===== config.mk =====
export PLATFORM = sky130hd
export DESIGN_NAME = uart_rx_os_flat
export DESIGN_NICKNAME = d
export VERILOG_FILES = /design/src/rtl/uart_pkg.sv /design/src/rtl/uart_rx_os_if.sv /design/src/rtl/uart_rx_sync.sv /design/src/rtl/uart_rx_os.sv /design/src/flat_wrapper.sv
export SDC_FILE = /design/constraint.sdc
export NUM_CORES = 1
export LEC_CHECK = 0
export CAP_MARGIN = 20
export CORE_AREA = 2 2 63 65
export DETAILED_ROUTE_END_ITERATION = 10
export DIE_AREA = 0 0 65 67
export GPL_TIMING_DRIVEN = 0
export PLACE_DENSITY = 0.76
export SYNTH_ARGS = -nofsm -noshare
export SYNTH_HDL_FRONTEND = slang
export SYNTH_SLANG_ARGS = --single-unit

===== constraint.sdc =====
create_clock -name clk -period 1.55 [get_ports clk]
set_input_delay 0.3875 -clock clk [delete_from_list [all_inputs] [get_ports clk]]
set_output_delay 0.3875 -clock clk [all_outputs]
set_load 0.1 [all_outputs]

===== src/rtl/uart_pkg.sv =====
// uart_pkg: shared types and sizing helpers for the oversampling UART receiver.
// Holds the parity selector, receiver FSM states and counter-width helpers.
package uart_pkg;

  typedef enum logic [1:0] {
    PAR_NONE,
    PAR_ODD,
    PAR_EVEN
  } parity_t;

  typedef enum logic [2:0] {
    S_IDLE,
    S_START,
    S_DATA,
    S_PARITY,
    S_STOP
  } rx_state_t;

  localparam int CLKS_PER_BIT_DEF = 16;
  localparam int DATA_BITS_DEF    = 8;

  // Baud counter width for a given bit period.
  function automatic int cnt_w(input int clks);
    return $clog2(clks);
  endfunction

  // Bit counter width for a given data width.
  function automatic int bit_w(input int nbits);
    return $clog2(nbits + 1);
  endfunction

endpackage


===== src/rtl/uart_rx_os_if.sv =====
// uart_rx_os_if: held-word handshake from the receiver to the cipher input.
// master: data, data_valid, parity_err, frame_err, overrun out; data_ready in.
interface uart_rx_os_if #(
  parameter int DATA_BITS = 8
);
  logic [DATA_BITS-1:0] data;
  logic                 data_valid;
  logic                 data_ready;
  logic                 parity_err;
  logic                 frame_err;
  logic                 overrun;

  modport master (
    output data, data_valid,
    output parity_err, frame_err, overrun,
    input  data_ready
  );

  modport slave (
    input  data, data_valid,
    input  parity_err, frame_err, overrun,
    output data_ready
  );
endinterface


===== src/rtl/uart_rx_sync.sv =====
// uart_rx_sync: two-flop synchroniser, previous-value flop, falling-edge pulse.
// Ports: clk, rst, rx_i (async line), rx_s_o (synced line), fall_o (1->0 edge).
module uart_rx_sync (
  input  logic clk,
  input  logic rst,
  input  logic rx_i,
  output logic rx_s_o,
  output logic fall_o
);

  logic s1_q;
  logic s2_q;
  logic prev_q;

  // All flops reset to the idle-high line level so reset never fakes a start.
  always_ff @(posedge clk or posedge rst) begin
    if (rst) begin
      s1_q   <= 1'b1;
      s2_q   <= 1'b1;
      prev_q <= 1'b1;
    end else begin
      s1_q   <= rx_i;
      s2_q   <= s1_q;
      prev_q <= s2_q;
    end
  end

  assign rx_s_o = s2_q;
  assign fall_o = ~s2_q & prev_q;

endmodule


===== src/rtl/uart_rx_os.sv =====
// uart_rx_os: mid-bit-sampling UART receiver with parity/framing/overrun flags.
// Ports: clk, rst (async, high), rx (line), bus (held-word handshake), busy.
module uart_rx_os
  import uart_pkg::*;
#(
  parameter int      CLKS_PER_BIT = 16,
  parameter int      DATA_BITS    = 8,
  parameter parity_t PARITY       = PAR_NONE,
  parameter int      STOP_BITS    = 1
) (
  input  logic         clk,
  input  logic         rst,
  input  logic         rx,
  uart_rx_os_if.master bus,
  output logic         busy
);

  localparam int CW = cnt_w(CLKS_PER_BIT);
  localparam int BW = bit_w(DATA_BITS);

  localparam logic [CW-1:0] HALF = CW'(CLKS_PER_BIT / 2 - 1);
  localparam logic [CW-1:0] FULL = CW'(CLKS_PER_BIT - 1);
  localparam logic [BW-1:0] LAST_D = BW'(DATA_BITS - 1);
  localparam logic [BW-1:0] LAST_S = BW'(STOP_BITS - 1);
  localparam bit            PAR_EN = (PARITY != PAR_NONE);

  logic rx_s;
  logic fall;

  uart_rx_sync u_sync (
    .clk    (clk),
    .rst    (rst),
    .rx_i   (rx),
    .rx_s_o (rx_s),
    .fall_o (fall)
  );

  rx_state_t            state_q, state_d;
  logic [CW-1:0]        cnt_q, cnt_d;
  logic [BW-1:0]        bit_q, bit_d;
  logic [DATA_BITS-1:0] sh_q, sh_d;
  logic                 perr_q, perr_d;
  logic                 ferr_q, ferr_d;
  logic                 commit;

  always_ff @(posedge clk or posedge rst) begin
    if (rst) begin
      state_q <= S_IDLE;
      cnt_q   <= '0;
      bit_q   <= '0;
      sh_q    <= '0;
      perr_q  <= 1'b0;
      ferr_q  <= 1'b0;
    end else begin
      state_q <= state_d;
      cnt_q   <= cnt_d;
      bit_q   <= bit_d;
      sh_q    <= sh_d;
      perr_q  <= perr_d;
      ferr_q  <= ferr_d;
    end
  end

  always_comb begin
    state_d = state_q;
    cnt_d   = cnt_q + 1'b1;
    bit_d   = bit_q;
    sh_d    = sh_q;
    perr_d  = perr_q;
    ferr_d  = ferr_q;
    commit  = 1'b0;
    unique case (state_q)
      S_IDLE: begin
        cnt_d = '0;
        if (fall) begin
          state_d = S_START;
          bit_d   = '0;
          perr_d  = 1'b0;
          ferr_d  = 1'b0;
        end
      end
      S_START: begin
        if (cnt_q == HALF) begin
          cnt_d   = '0;
          bit_d   = '0;
          // A high sample mid-start means the edge was a glitch.
          state_d = rx_s ? S_IDLE : S_DATA;
        end
      end
      S_DATA: begin
        if (cnt_q == FULL) begin
          cnt_d = '0;
          sh_d  = {rx_s, sh_q[DATA_BITS-1:1]};
          if (bit_q == LAST_D) begin
            bit_d   = '0;
            state_d = PAR_EN ? S_PARITY : S_STOP;
          end else begin
            bit_d = bit_q + 1'b1;
          end
        end
      end
      S_PARITY: begin
        if (cnt_q == FULL) begin
          cnt_d   = '0;
          perr_d  = (PARITY == PAR_ODD) ? ~(^sh_q ^ rx_s)
                                        :  (^sh_q ^ rx_s);
          state_d = S_STOP;
        end
      end
      S_STOP: begin
        if (cnt_q == FULL) begin
          cnt_d = '0;
          if (!rx_s) ferr_d = 1'b1;
          if (bit_q == LAST_S) begin
            commit  = 1'b1;
            state_d = S_IDLE;
          end else begin
            bit_d = bit_q + 1'b1;
          end
        end
      end
      default: state_d = S_IDLE;
    endcase
  end

  logic [DATA_BITS-1:0] data_q, data_d;
  logic                 vld_q, vld_d;
  logic                 pe_q, pe_d;
  logic                 fe_q, fe_d;
  logic                 ovr_q, ovr_d;
  logic                 accept;

  assign accept = vld_q & bus.data_ready;

  always_comb begin
    data_d = data_q;
    vld_d  = vld_q;
    pe_d   = pe_q;
    fe_d   = fe_q;
    ovr_d  = ovr_q;
    if (commit) begin
      data_d = sh_q;
      vld_d  = 1'b1;
      pe_d   = perr_q;
      fe_d   = ferr_d;
      // Lost word only if the held one was still pending this edge.
      ovr_d  = vld_q & ~accept;
    end else if (accept) begin
      vld_d = 1'b0;
      ovr_d = 1'b0;
    end
  end

  always_ff @(posedge clk or posedge rst) begin
    if (rst) begin
      data_q <= '0;
      vld_q  <= 1'b0;
      pe_q   <= 1'b0;
      fe_q   <= 1'b0;
      ovr_q  <= 1'b0;
    end else begin
      data_q <= data_d;
      vld_q  <= vld_d;
      pe_q   <= pe_d;
      fe_q   <= fe_d;
      ovr_q  <= ovr_d;
    end
  end

  assign bus.data       = data_q;
  assign bus.data_valid = vld_q;
  assign bus.parity_err = pe_q;
  assign bus.frame_err  = fe_q;
  assign bus.overrun    = ovr_q;
  assign busy           = (state_q != S_IDLE);

endmodule


===== src/flat_wrapper.sv =====
// flat-port wrapper written by rule: the top's interface ports become plain ports
module uart_rx_os_flat import uart_pkg::*;
#(
  parameter int      CLKS_PER_BIT = 16,
  parameter int      DATA_BITS    = 8,
  parameter parity_t PARITY       = PAR_NONE,
  parameter int      STOP_BITS    = 1
)
  (clk, rst, rx, busy, bus_data, bus_data_valid, bus_parity_err, bus_frame_err, bus_overrun, bus_data_ready);
  uart_rx_os_if #(.DATA_BITS(DATA_BITS)) bus_i ();
  input  logic clk;
  input  logic rst;
  input  logic rx;
  output logic busy;
  output wire logic [$bits(bus_i.data)-1:0] bus_data;
  output wire logic [$bits(bus_i.data_valid)-1:0] bus_data_valid;
  output wire logic [$bits(bus_i.parity_err)-1:0] bus_parity_err;
  output wire logic [$bits(bus_i.frame_err)-1:0] bus_frame_err;
  output wire logic [$bits(bus_i.overrun)-1:0] bus_overrun;
  input wire logic [$bits(bus_i.data_ready)-1:0] bus_data_ready;
  assign bus_data = bus_i.data;
  assign bus_data_valid = bus_i.data_valid;
  assign bus_parity_err = bus_i.parity_err;
  assign bus_frame_err = bus_i.frame_err;
  assign bus_overrun = bus_i.overrun;
  assign bus_i.data_ready = bus_data_ready;
  uart_rx_os #(.CLKS_PER_BIT(CLKS_PER_BIT), .DATA_BITS(DATA_BITS), .PARITY(PARITY), .STOP_BITS(STOP_BITS)) u_core (.clk(clk), .rst(rst), .rx(rx), .bus(bus_i), .busy(busy));
endmodule

==> metrics.txt <==
status=finished, violations left; failing checks=negative setup slack; # H-tree levels=2; reg2reg setup slack=-0.16 ns; Leak=1.211 nW; depth of the worst register-to-register path=5; CTS tree=built; final hold vios=0; min-delay src=u_core.u_sync.s1_q; starting DRC count in detailed routing=57; final setup violating endpoints=18; sequential element share of the synthesized area=51.94%; number of hold buffers added after cts=0; largest family of logic cells by synthesized area=multiplexers; Primary FF master, synth=dfrtp_1; Die ar.=0.004355 sq mm; I/O Pins=17; port bufs=16; CTS buffer count=5; worst-path maximum fanout=10; Compound-Gate Fraction of Synth Area=7.974%; area grow syn2layout=35.92%; vias per inst=5.444; asr flop ratio synth=100.0%; Slew headroom=47.15%; Starting Density=48.30%; post-synthesis mux area share=14.66%; RR Endpoint=u_core.bit_q[2]; clk sinks=36; clock transition at the registers of the reported paths=0.07 ns; EDFF count, synth=0; most frequent cells in the layout=dfrtp_1 (31), buf_4 (16), mux2_1 (15); fraction of the mapped netlist area in simple logic gates=14.22%; clk_skew=0.003027 ns; Mapped Cells=143; max-slew violation count=0; synth unique cells=40; XOR/XNOR Fraction of Synth Area=5.819%; number of global-route vias before repair=1298; fin crit share=110.5%; VDD IR max=860.7 uV; fraction of layout cells with a size suffix above 1=41.40%; min-delay worst type=register to register; Crit. End Element=register; PwrDens=1554 mW/mm^2; DRC viols=0; Util after Layout=65.65%; fin worst setup slack=-0.1622 ns; CTS Root Cell=clkbuf_8; critical path arrival=1.88 ns; Bufs on Longest Clock Path=2; Adder-Cell Fraction of Synth Area=2.155%; Worst-Margin Slew=0.7918 ns; metal3 WL=159 um; yosys warns=0; worst skew pair latency=0.28 ns; Fmax=584.1 MHz; height of the die=67 um; RR Startpoint=u_core.state_q[0]; most common cell after layout, fill and taps aside=dfrtp_1; per-cell routed wire length=15.72 um; core area=0.003606 sq mm; CP required=1.72 ns; top layer in use=met4; syn nets=150; first-pass GRT wire length=5.830 mm; Met1 Routed Length=1.517 mm; Vias=1274; number of max-cap violations=0; antenna-violating nets left=0; total gr overflow=0; met2 wire length=1.914 mm; GP Congestion=0.7923; Tot Pwr=3.678 mW; Total GRT Usage=18.27%; placed wire-length estimate=2.246 mm; Routed WL=3.678 mm; Setup crit start=u_core.state_q[0]; final net count=192; Seq cells post-synth=36; syn avg cell area=12.18 sq um; RSZ-0062 raised after global routing=yes; Final min period=1.712 ns; largest net degree at the start of global routing=20; DRT Pass-1 Iters=4; Cell Area, Synth=0.001742 sq mm; crit path capture=u_core.bit_q[2]; Setup CP Type=register to register; Antenna diodes=0; Horiz. Die Dim=65 um; Setup crit start kind=register; num rows=22; initial antenna violation count=0
worst max-delay path: stages, from the launching register on:
cell and delay, ns:
dfrtp_1 0.41, buf_6 0.17, nand4b_4 0.21, nor3_2 0.25
o21ai_1 0.23, a211o_1 0.34
power by group:
group          switching, mW  internal (mW)
combinational          0.862          0.796
sequential             0.101           1.04
clock                  0.315          0.567
total                   1.28           2.40
worst min path at each step:
stage | end | slack [ns] | cells past startpoint
2_1_floorplan | u_core.u_sync.rx_s_o | 0.35 | 0
3_3_place_gp | u_core.u_sync.rx_s_o | 0.35 | 0
3_5_place_dp | u_core.u_sync.rx_s_o | 0.35 | 0
4_1_cts | u_core.u_sync.rx_s_o | 0.36 | 0
5_1_grt | u_core.u_sync.rx_s_o | 0.37 | 0
6_report | u_core.u_sync.rx_s_o | 0.36 | 0
repair_timing:
action | 4_1_cts | 5_1_grt
pin swaps | 6 | 5
setup endpoints to repair | 34 | 28
buffers inserted | 10 | 8
endpoints found under the hold margin | 0 | 0
resized for setup | 85 | 13
state kept, by name (all words and copies together) (netlist names):
signal and count:
u_core.perr_q 1, u_core.sh_q 8, u_core.ferr_q 1, u_core.bus.overrun 1
u_core.bus.frame_err 1, u_core.bus.data 8, u_core.bus.parity_err 1, u_core.cnt_q 4
u_core.u_sync.prev_q 1, u_core.u_sync.rx_s_o 1, u_core.bit_q 4, u_core.u_sync.s1_q 1
u_core.state_q 3, u_core.bus.data_valid 1
final cells by class:
cell class | count | area, sq um
buffer | 5 | 50.05
clock buffer | 7 | 96.34
clock inverter | 1 | 30.03
fill | 249 | 1239
inverter | 6 | 22.52
multi-input combinational | 96 | 925.9
sequential | 36 | 907.1
tap | 48 | 60.06
timing repair buffer | 35 | 275.3
cells in the mapped netlist, drive strengths merged (2+ instances only):
library cell	number	area share (%)
a21o	2	0.86
a21oi	6	1.7
buf	5	1.9
dfrtp	33	47
dfstp	3	4.5
ha	3	2.2
inv	6	1.3
mux2	20	13
mux2i	3	1.7
nand2	6	1.4
nand2b	2	0.72
nand3	6	1.7
nand3b	2	0.86
nor2	9	1.9
nor2b	2	0.72
nor3	3	0.86
nor3b	3	1.9
o211ai	2	0.86
o21ai	4	1.1
or4b	2	1.1
xnor2	6	3.0
xor2	3	1.5
logic make-up after synthesis:
| family | Yosys count |
|---|---|
| buffers and inverters | 11 |
| DFF | 36 |
| adders and majority gates | 3 |
| and+or+nand+nor | 40 |
| AOI/OAI and AO/OA | 20 |
| xor gates and xnor gates | 10 |
| muxes | 23 |
through the flow:
step,cell area (sq um),worst slack [ns],std cells,hold slack [ns],setup TNS [ns]
floorplan,1778,0.002068,143,0.3452,0
global placement,1998,-0.7222,207,0.3461,-17.79
detailed placement,2026,-0.7388,208,0.3476,-6.711
CTS,2227,-0.1275,226,0.3577,-1.042
global route,2367,-0.2487,234,0.3659,-3.241
finish,2367,-0.1622,234,0.3575,-1.950
layer usage:
layer / global-route usage [%] / vias up
met4: 9.574 / 0
met2: 31.70 / 35
met3: 5.236 / 9
met1: 20.33 / 633
li1: - / 597
met5: 0 / -
Note: power is estimated with default switching activity, not from simulation.
